===== src/rtl/adau1761_reg_arbiter_if.sv =====
// adau1761_reg_arbiter_if: requester and configurator signals of the ADAU1761 register arbiter
interface adau1761_reg_arbiter_if #(
   parameter int N_REQ = 4
);
   logic                 init_req;
   logic                 init_ack;
   logic [N_REQ-1:0]     req_valid;
   logic [N_REQ-1:0]     req_rnw;
   logic [16*N_REQ-1:0]  req_addr;
   logic [8*N_REQ-1:0]   req_wdata;
   logic [N_REQ-1:0]     req_ack;
   logic [7:0]           rsp_rdata;
   logic                 rsp_err;
   logic                 cfg_write;
   logic                 cfg_read;
   logic                 cfg_init;
   logic [15:0]          cfg_address;
   logic [7:0]           cfg_wdata;
   logic [7:0]           cfg_rdata;
   logic                 cfg_done;

   modport slave (
      input  init_req, req_valid, req_rnw, req_addr, req_wdata, cfg_rdata, cfg_done,
      output init_ack, req_ack, rsp_rdata, rsp_err, cfg_write, cfg_read, cfg_init, cfg_address, cfg_wdata
   );

   modport master (
      output init_req, req_valid, req_rnw, req_addr, req_wdata, cfg_rdata, cfg_done,
      input  init_ack, req_ack, rsp_rdata, rsp_err, cfg_write, cfg_read, cfg_init, cfg_address, cfg_wdata
   );
endinterface


===== src/rtl/adau1761_reg_arbiter.sv =====
// adau1761_reg_arbiter: round-robin sharing of the ADAU1761 SPI register engine; define ADAU_ARB_TIMEOUT_EN for the WAIT watchdog
module adau1761_reg_arbiter #(
   parameter int N_REQ   = 4,
   parameter int TIMEOUT = 1024
) (
   input  logic                   clk,
   input  logic                   resetn,
   adau1761_reg_arbiter_if.slave  bus
);
   localparam int IW = $clog2(N_REQ);

   typedef enum logic [1:0] {IDLE, ISSUE, WAIT, RESP} state_t;

   state_t          state, state_nx;
   logic [IW-1:0]   grant, last_grant, sel;
   logic            is_init, rnw, to_hit;

   // first pending requester searching upward from last_grant+1 with wrap
   always_comb begin
      sel = last_grant;
      for (int k = N_REQ; k >= 1; k--)
         if (bus.req_valid[(int'(last_grant) + k) % N_REQ]) sel = IW'((int'(last_grant) + k) % N_REQ);
   end

   // state register
   always_ff @(posedge clk or negedge resetn)
      if (!resetn) state <= IDLE;
      else state <= state_nx;

   // next state
   always_comb begin
      state_nx = state;
      unique case (state)
         IDLE:  state_nx = (bus.init_req || |bus.req_valid) ? ISSUE : IDLE;
         ISSUE: state_nx = WAIT;
         WAIT:  state_nx = (bus.cfg_done || to_hit) ? RESP : WAIT;
         RESP:  state_nx = IDLE;
      endcase
   end

   assign bus.cfg_init  = state == ISSUE && is_init;
   assign bus.cfg_read  = state == ISSUE && !is_init && rnw;
   assign bus.cfg_write = state == ISSUE && !is_init && !rnw;
   assign bus.init_ack  = state == RESP && is_init;
   assign bus.req_ack   = (state == RESP && !is_init) ? N_REQ'(1) << grant : '0;

   // grant latch, read-data capture and round-robin pointer
   always_ff @(posedge clk or negedge resetn)
      if (!resetn) begin
         grant           <= '0;
         last_grant      <= IW'(N_REQ - 1);
         is_init         <= 1'b0;
         rnw             <= 1'b0;
         bus.cfg_address <= 16'h0000;
         bus.cfg_wdata   <= 8'h00;
         bus.rsp_rdata   <= 8'h00;
      end else begin
         unique case (state)
            IDLE:
               if (bus.init_req) begin
                  is_init         <= 1'b1;
                  rnw             <= 1'b0;
                  bus.cfg_address <= 16'h0000;
                  bus.cfg_wdata   <= 8'h00;
               end else if (|bus.req_valid) begin
                  is_init         <= 1'b0;
                  grant           <= sel;
                  rnw             <= bus.req_rnw[sel];
                  bus.cfg_address <= bus.req_addr[16*int'(sel) +: 16];
                  bus.cfg_wdata   <= bus.req_wdata[8*int'(sel) +: 8];
               end
            WAIT:
               if (bus.cfg_done) bus.rsp_rdata <= (rnw && !is_init) ? bus.cfg_rdata : 8'h00;
               else if (to_hit) bus.rsp_rdata <= 8'h00;
            RESP:
               if (!is_init) last_grant <= grant;
            default: ;
         endcase
      end

`ifdef ADAU_ARB_TIMEOUT_EN
   localparam int TW = $clog2(TIMEOUT + 1);

   logic [TW-1:0] cnt;

   assign to_hit = state == WAIT && !bus.cfg_done && cnt == TW'(TIMEOUT - 1);

   // watchdog counts WAIT cycles; error flag reflects how WAIT ended
   always_ff @(posedge clk or negedge resetn)
      if (!resetn) begin
         cnt         <= '0;
         bus.rsp_err <= 1'b0;
      end else begin
         cnt <= (state == WAIT) ? cnt + 1'b1 : '0;
         if (state == WAIT && (bus.cfg_done || to_hit)) bus.rsp_err <= to_hit;
      end
`else
   assign to_hit      = 1'b0;
   assign bus.rsp_err = 1'b0;
`endif
endmodule


===== src/flat_wrapper.sv =====
// flat-port wrapper written by rule: the top's interface ports become plain ports
module adau1761_reg_arbiter_flat 
#(
   parameter int N_REQ   = 4,
   parameter int TIMEOUT = 1024
)
  (clk, resetn, bus_init_req, bus_req_valid, bus_req_rnw, bus_req_addr, bus_req_wdata, bus_cfg_rdata, bus_cfg_done, bus_init_ack, bus_req_ack, bus_rsp_rdata, bus_rsp_err, bus_cfg_write, bus_cfg_read, bus_cfg_init, bus_cfg_address, bus_cfg_wdata);
  adau1761_reg_arbiter_if #(.N_REQ(N_REQ)) bus_i ();
  input  logic clk;
  input  logic resetn;
  input wire logic [$bits(bus_i.init_req)-1:0] bus_init_req;
  input wire logic [$bits(bus_i.req_valid)-1:0] bus_req_valid;
  input wire logic [$bits(bus_i.req_rnw)-1:0] bus_req_rnw;
  input wire logic [$bits(bus_i.req_addr)-1:0] bus_req_addr;
  input wire logic [$bits(bus_i.req_wdata)-1:0] bus_req_wdata;
  input wire logic [$bits(bus_i.cfg_rdata)-1:0] bus_cfg_rdata;
  input wire logic [$bits(bus_i.cfg_done)-1:0] bus_cfg_done;
  output wire logic [$bits(bus_i.init_ack)-1:0] bus_init_ack;
  output wire logic [$bits(bus_i.req_ack)-1:0] bus_req_ack;
  output wire logic [$bits(bus_i.rsp_rdata)-1:0] bus_rsp_rdata;
  output wire logic [$bits(bus_i.rsp_err)-1:0] bus_rsp_err;
  output wire logic [$bits(bus_i.cfg_write)-1:0] bus_cfg_write;
  output wire logic [$bits(bus_i.cfg_read)-1:0] bus_cfg_read;
  output wire logic [$bits(bus_i.cfg_init)-1:0] bus_cfg_init;
  output wire logic [$bits(bus_i.cfg_address)-1:0] bus_cfg_address;
  output wire logic [$bits(bus_i.cfg_wdata)-1:0] bus_cfg_wdata;
  assign bus_i.init_req = bus_init_req;
  assign bus_i.req_valid = bus_req_valid;
  assign bus_i.req_rnw = bus_req_rnw;
  assign bus_i.req_addr = bus_req_addr;
  assign bus_i.req_wdata = bus_req_wdata;
  assign bus_i.cfg_rdata = bus_cfg_rdata;
  assign bus_i.cfg_done = bus_cfg_done;
  assign bus_init_ack = bus_i.init_ack;
  assign bus_req_ack = bus_i.req_ack;
  assign bus_rsp_rdata = bus_i.rsp_rdata;
  assign bus_rsp_err = bus_i.rsp_err;
  assign bus_cfg_write = bus_i.cfg_write;
  assign bus_cfg_read = bus_i.cfg_read;
  assign bus_cfg_init = bus_i.cfg_init;
  assign bus_cfg_address = bus_i.cfg_address;
  assign bus_cfg_wdata = bus_i.cfg_wdata;
  adau1761_reg_arbiter #(.N_REQ(N_REQ), .TIMEOUT(TIMEOUT)) u_core (.clk(clk), .resetn(resetn), .bus(bus_i));
endmodule

===== config.mk =====
export PLATFORM = sky130hd
export DESIGN_NAME = adau1761_reg_arbiter_flat
export DESIGN_NICKNAME = d
export VERILOG_FILES = /design/src/rtl/adau1761_reg_arbiter_if.sv /design/src/rtl/adau1761_reg_arbiter.sv /design/src/flat_wrapper.sv
export SDC_FILE = /design/constraint.sdc
export NUM_CORES = 1
export LEC_CHECK = 0
export BUFFER_PORTS_ARGS = -buffer_cell sky130_fd_sc_hd__buf_2
export CORE_MARGIN = 1.5
export CORE_UTILIZATION = 39
export CTS_CLUSTER_DIAMETER = 100
export DETAILED_ROUTE_END_ITERATION = 16
export PLACE_DENSITY = 0.71
export SLEW_MARGIN = 5
export SYNTH_ARGS = -nofsm -noshare
export SYNTH_HDL_FRONTEND = slang
export SYNTH_SLANG_ARGS = --single-unit

===== constraint.sdc =====
create_clock -name clk -period 4.1 [get_ports clk]
set_clock_uncertainty 0.2 [all_clocks]
set_input_delay 0.41 -clock clk [delete_from_list [all_inputs] [get_ports clk]]
set_output_delay 0.41 -clock clk [all_outputs]
set_load 0.005 [all_outputs]

======== Yosys cells after proc, flatten, opt, wreduce, memory -nomap -nowiden ========
Cells that the tools add are included.
cells by class
  add/subtract/negate cells ............... 4
  magnitude comparators ................... 5
  eq/ne operators ......................... 3
  shift-type cells ........................ 3
  mux-type cells .......................... 31
  bitwise logic cells ..................... 6
  reductions and logical operators ........ 21
operator list
  cell                   number
  $shiftx A64 B7 Y16     1
  $mux W16               2
  $shiftx A32 B6 Y8      1
  $mux W8                3
  $lt A3 B4 Y1 const B   4
  $mux W1                15
  $bmux W1 S2            5
  $mux W2                4
  $pmux W2 S4            1
  $reduce_or A2 Y1       4
  $logic_and A1 B1 Y1    7
  $reduce_and A2 Y1      3
  $add A2 B1 Y2 const B  2
  $add A2 B2 Y2 const B  2
  $and A1 B1 Y1 const A  4
  $eq A2 B2 Y1 const B   2
  $mux W4                1
  $reduce_or A4 Y1       1
  $shl A1 B2 Y4 const A  1
  $lt A2 B3 Y1 const B   1
  $reduce_and A3 Y1      1
  $eq A2 B1 Y1 const B   1
  $logic_not A1 Y1       2
  $logic_not A2 Y1       1
  other kinds (3)        4
word-level totals
  register bits after elaboration ......... 40
  logic and storage cells ................. 81

======== Depth between registers and ports, before layout ========
  word-level depth ........................ 14
  mapped depth ............................ 7
  gate-level depth less buffers ........... 5

======== Worst setup path before layout ========
OpenSTA, ideal clock, no wires.
  path type ............................... reg-to-reg
  start point ............................. register u_core.last_grant[1]
  end point ............................... register u_core.bus.cfg_address[12]
  setup time .............................. 0.132 ns
  arrival ................................. 1.586 ns
  setup slack ............................. 2.182 ns
  stages on the path, launching flop included .. 8
  buffers on the path ..................... 2
  clock period less this slack ............ 1.918 ns
  cell sequence ........................... dfstp_2 -> or2_2 -> o21ai_1 -> a211oi_1 -> buf_4 -> buf_6 -> mux2i_1 -> o221ai_2
between the ends
  longest elaborated chain between the ends .. 11
  elaborated cells on any way between the ends .. 23
  classes of those cells .................. add/sub (4); shift (1); mux (18)
RTL lines
  item                                        line                           text
  start: declaration                          adau1761_reg_arbiter.sv:15     logic [IW-1:0] grant, last_grant, sel;
  start signal: assignment                    adau1761_reg_arbiter.sv:51     last_grant <= IW'(N_REQ - 1);
  start signal: assignment                    adau1761_reg_arbiter.sv:76     if (!is_init) last_grant <= grant;
  $add A2 B1 Y2                               adau1761_reg_arbiter.sv:22     if (bus.req_valid[(int'(last_grant) + k) % N_REQ]) sel = IW'((int'(last_grant) + k) % N_REQ);
  $bmux W1 S2                                 adau1761_reg_arbiter.sv:22
  $mux W1 (not written as such) (2 in a row)  adau1761_reg_arbiter.sv:22
  $mux W2 (3 in a row)                        adau1761_reg_arbiter.sv:22
  $mux W2 (*)                                 adau1761_reg_arbiter.sv:22
  $shiftx A64 B7 Y16 (*)                      adau1761_reg_arbiter.sv:69     bus.cfg_address <= bus.req_addr[16*int'(sel) +: 16];
  $mux W16 (*)                                adau1761_reg_arbiter.sv:65     end else if (|bus.req_valid) begin
  $mux W16 (*)                                adau1761_reg_arbiter.sv:60     if (bus.init_req) begin
  end signal: assignment                      adau1761_reg_arbiter.sv:69
  end: declaration                            adau1761_reg_arbiter_if.sv:24  output init_ack, req_ack, rsp_rdata, rsp_err, cfg_write, cfg_read, cfg_init, cfg_address, cfg_wdata
Mark *: on every way between the ends. The rest lies on a longest branch, timed or not. The select of a mux whose other input is x is not followed.
A chain may end at the register's enable or synchronous reset.

======== Worst setup path in the final report ========
  start point ............................. register u_core.last_grant[1]
  end point ............................... register u_core.bus.cfg_address[13]
Same word-level chain as after synthesis.

==> summary.md <==
| Metric | Value |
|---|---|
| CP endpoint kind | `flop` |
| Initial core utilization | `40.5%` |
| Combinational Power Share | `46.4%` |
| Core area | `0.00592 sq mm` |
| WP data required | `4050 ps` |
| RSZ-0062 raised after global routing | `no` |
| RR Endpoint | `u_core.bus.cfg_address[13]$_DFFE_PN0P_` |
| Gr usage total | `18.6%` |
| Top post-synthesis cells by area | `dfrtp_1 40%, mux2i_1 21%, o221ai_1 8.0%` |
| Number of synthesized register bits | `40` |
| Final slew viol count | `0` |
| Max cap viols | `0` |
| Synth unique cells | `35` |
| Global-route wire length before repair | `9360 um` |
| Io pins | `157` |
| Post-synth EDFFs | `0` |
| Syn_area_per_cell | `11.3 sq um` |
| Crit path time final | `around 2500 ps` |
| Worst-path clk slew | `90 ps` |
| Pwr/cell area | `585 mW/mm^2` |
| CTS H-tree depth | `2` |
| Crit-path max FO | `51` |
| CP max stage delay | `~660 ps` |
| Placed cells | `around 430` |
| Cells after synthesis | `between 200 and 250` |
| Share of cells above drive strength 1 | `48.8%` |
| Slew HR | `38.6%` |
| CP top delay family | `buffers and inverters` |
| Ant diodes | `0` |
| FP Rows | `28` |
| Worst Path Arrival | `2440 ps` |
| Remaining Overflow, GRT | `0` |
| Via/cell ratio | `just over 5` |
| Slowest-stage cell, CP | `buf_4` |
| Status | `finished, final reports clean` |
| Top post-synthesis cells by count | `50 x mux2i_1, 38 x dfrtp_1, 35 x nand2_1, 22 x o221ai_1, 9 x a22o_1` |
| Leakage dissipation | `1.83 nW` |
| Sequential power share | `33.7%` |
| Reg2reg start | `u_core.last_grant[1]$_DFFE_PN1P_` |
| # Post-CTS Setup Buffers | `0` |
| Post-CTS Resized | `0` |
| Total CTS buffers | `5` |
| Synth area leader | `dfrtp_1` |
| Area grow syn2layout | `36.1%` |
| Vias in the first global route | `1968` |
| Post-synth design cell area | `0.00240 sq mm` |
| Hold Crit Class | `in -> async` |
| Routed length per instance | `~15 um` |
| Ys flop type | `dfrtp_1` |
| Initial DRC count | `103` |
| Residual DRC | `0` |
| Largest net degree at the start of global routing | `52` |
| Final std cells w/o fill | `438` |
| Cell Chain, Critical Path | `or2_2, o21ai_1, a211oi_4, buf_4, mux2i_1, o221ai_1` |
| Clock root cell | `clkbuf_8` |
| Clock power frac | `19.9%` |
| Tcrit/Tclk final | `60.6%` |
| Drt pass-1 iters | `5` |
| Bufs and invs on worst path | `1` |
| CTS tree | `built` |
| WS Path Type | `reg -> reg` |
| Count of input and output buffers | `155` |
| Horiz. Die Dim | `81.4 um` |
| Switching share of total power | `36.2%` |
| Die Height | `81.4 um` |
| Final HPWL DP | `about 4700 um` |
| Initial antenna violation count | `0` |
| Hold Buf Count CTS | `0` |
| Gp weighted congestion | `a little over 0.7` |
| Syn_nets | `333` |
| Die area | `0.00663 sq mm` |
| Antenna Violating Nets Remaining | `0` |
| Worst R2R Path Depth | `6` |
| # fillers | `528` |
| Setup TNS Final | `0 ps` |
| Ys async rst share | `100%` |
| Slew @ Worst Pin | `922 ps` |
| VDD IR max | `0.279 mV` |
| # nets final | `483` |
| Clock tree buffer depth | `2` |
| Flop-to-flop setup slack | `~1600 ps` |
| Sequential fraction of the synthesis area | `41.9%` |
| Sw power | `0.692 mW` |
| Kind of start point of the critical path | `flop` |
| CP startpoint | `u_core.last_grant[1]$_DFFE_PN1P_` |
| Final hold vios | `0` |
| TritonCTS Sinks | `40` |
| Synth warn | `0` |
| DR vias | `approximately 2200` |
| Worst-Skew Late Latency | `300 ps` |
| Internal | `approximately 1.2 mW` |
| FMAX | `slightly above 400 MHz` |
| Share of the synthesized area in the top cell type | `39.7%` |
| Most frequent cell after synthesis | `mux2i_1` |
| Setup violations, final | `0` |
| Post-Route WL | `6410 um` |
registers in the layout, summed over array words and instances, names as in the netlist:
| register | count |
|---|---|
| u_core.rnw | 1 |
| u_core.bus.cfg_address | 16 |
| u_core.grant | 2 |
| u_core.bus.cfg_wdata | 8 |
| u_core.last_grant | 2 |
| u_core.is_init | 1 |
| u_core.bus.rsp_rdata | 8 |
| u_core.state | 2 |
layout by cell type, fill, tap and decap left out, types with 2 or more instances in the layout:
cell,Yosys,final
nor2_1,3,3
inv_1,4,4
a22o_1,9,9
o221ai_1,22,22
nand2b_1,3,3
bufinv_16,0,2
clkbuf_8,0,5
nand2_1,35,35
buf_2,0,155
mux2i_1,50,50
o21ai_0,5,5
buf_4,6,2
dfstp_2,2,2
ha_1,4,4
a21oi_1,2,2
and2_1,2,2
dfrtp_1,38,38
o221ai_2,3,3
power groups by stage:
stage	combinational, mW	clock [mW]	sequential [mW]
after floorplan	0.661	0	0.646
after global placement	0.872	0	0.648
after detailed placement	0.905	0	0.648
after CTS	0.900	0.388	0.645
after global routing	0.985	0.411	0.666
final	0.887	0.380	0.644
routing by layer:
layer / GRT usage (%) / routed length, um / up-vias
li1: - / - / 1094
met5: 0 / 0 / -
met1: 23.4 / 2690 / 1033
met3: 4.16 / 439 / 10
met4: 6.03 / 113 / 0
met2: 31.3 / 3170 / 97
final cells by class:
cell class                      instances  area [sq um]  area share (%)
Inverter                                4          15.0           0.460
Clock inverter                          2          60.1            1.84
Clock buffer                            5          68.8            2.11
Sequential cell                        40          1000            30.8
Multi-Input combinational cell        155          1230            37.7
Timing Repair Buffer                  157           791            24.2
Tap cell                               75          93.8            2.88
metrics by stage:
stage	total power, mW	hold slack, ps	instance area, sq um	utilization, %	setup WS [ps]
global placement	1.52	264	3130	52.9	1690
finish	1.91	50.8	3260	55.1	1610
global route	2.06	116	3260	55.1	1490
detailed placement	1.55	270	3130	52.9	1630
floorplan	1.31	-85.6	2400	-	2180
CTS	1.93	76.4	3260	55.1	1620
worst max path at each step:
stage                                                  end  slack [ps]  cells past startpoint
global route        u_core.bus.cfg_address[13]$_DFFE_PN0P_        1490                      6
detailed placement   u_core.bus.cfg_address[8]$_DFFE_PN0P_        1630                      6
CTS                 u_core.bus.cfg_address[13]$_DFFE_PN0P_        1620                      6
global placement     u_core.bus.cfg_address[3]$_DFFE_PN0P_        1690                      6
finish              u_core.bus.cfg_address[13]$_DFFE_PN0P_        1610                      6
floorplan           u_core.bus.cfg_address[12]$_DFFE_PN0P_        2180                      7
kinds of logic after synthesis:
group / after synthesis / share of synthesized area [%]
simple gates: 55 / 11.8
compound gates: 45 / 15.9
flops: 40 / 41.9
other cells: 1 / 0.156
buf+inv: 18 / 7.31
fa+ha+maj: 4 / 2.09
mux: 50 / 20.9
worst register-to-register path: stages, from the launching register on:
cell      delay [ps]
dfstp_2          570
or2_2            120
o21ai_1           90
a211oi_4         230
buf_4            660
mux2i_1          350
o221ai_1         140
Note: power is estimated with default switching activity, not from simulation.
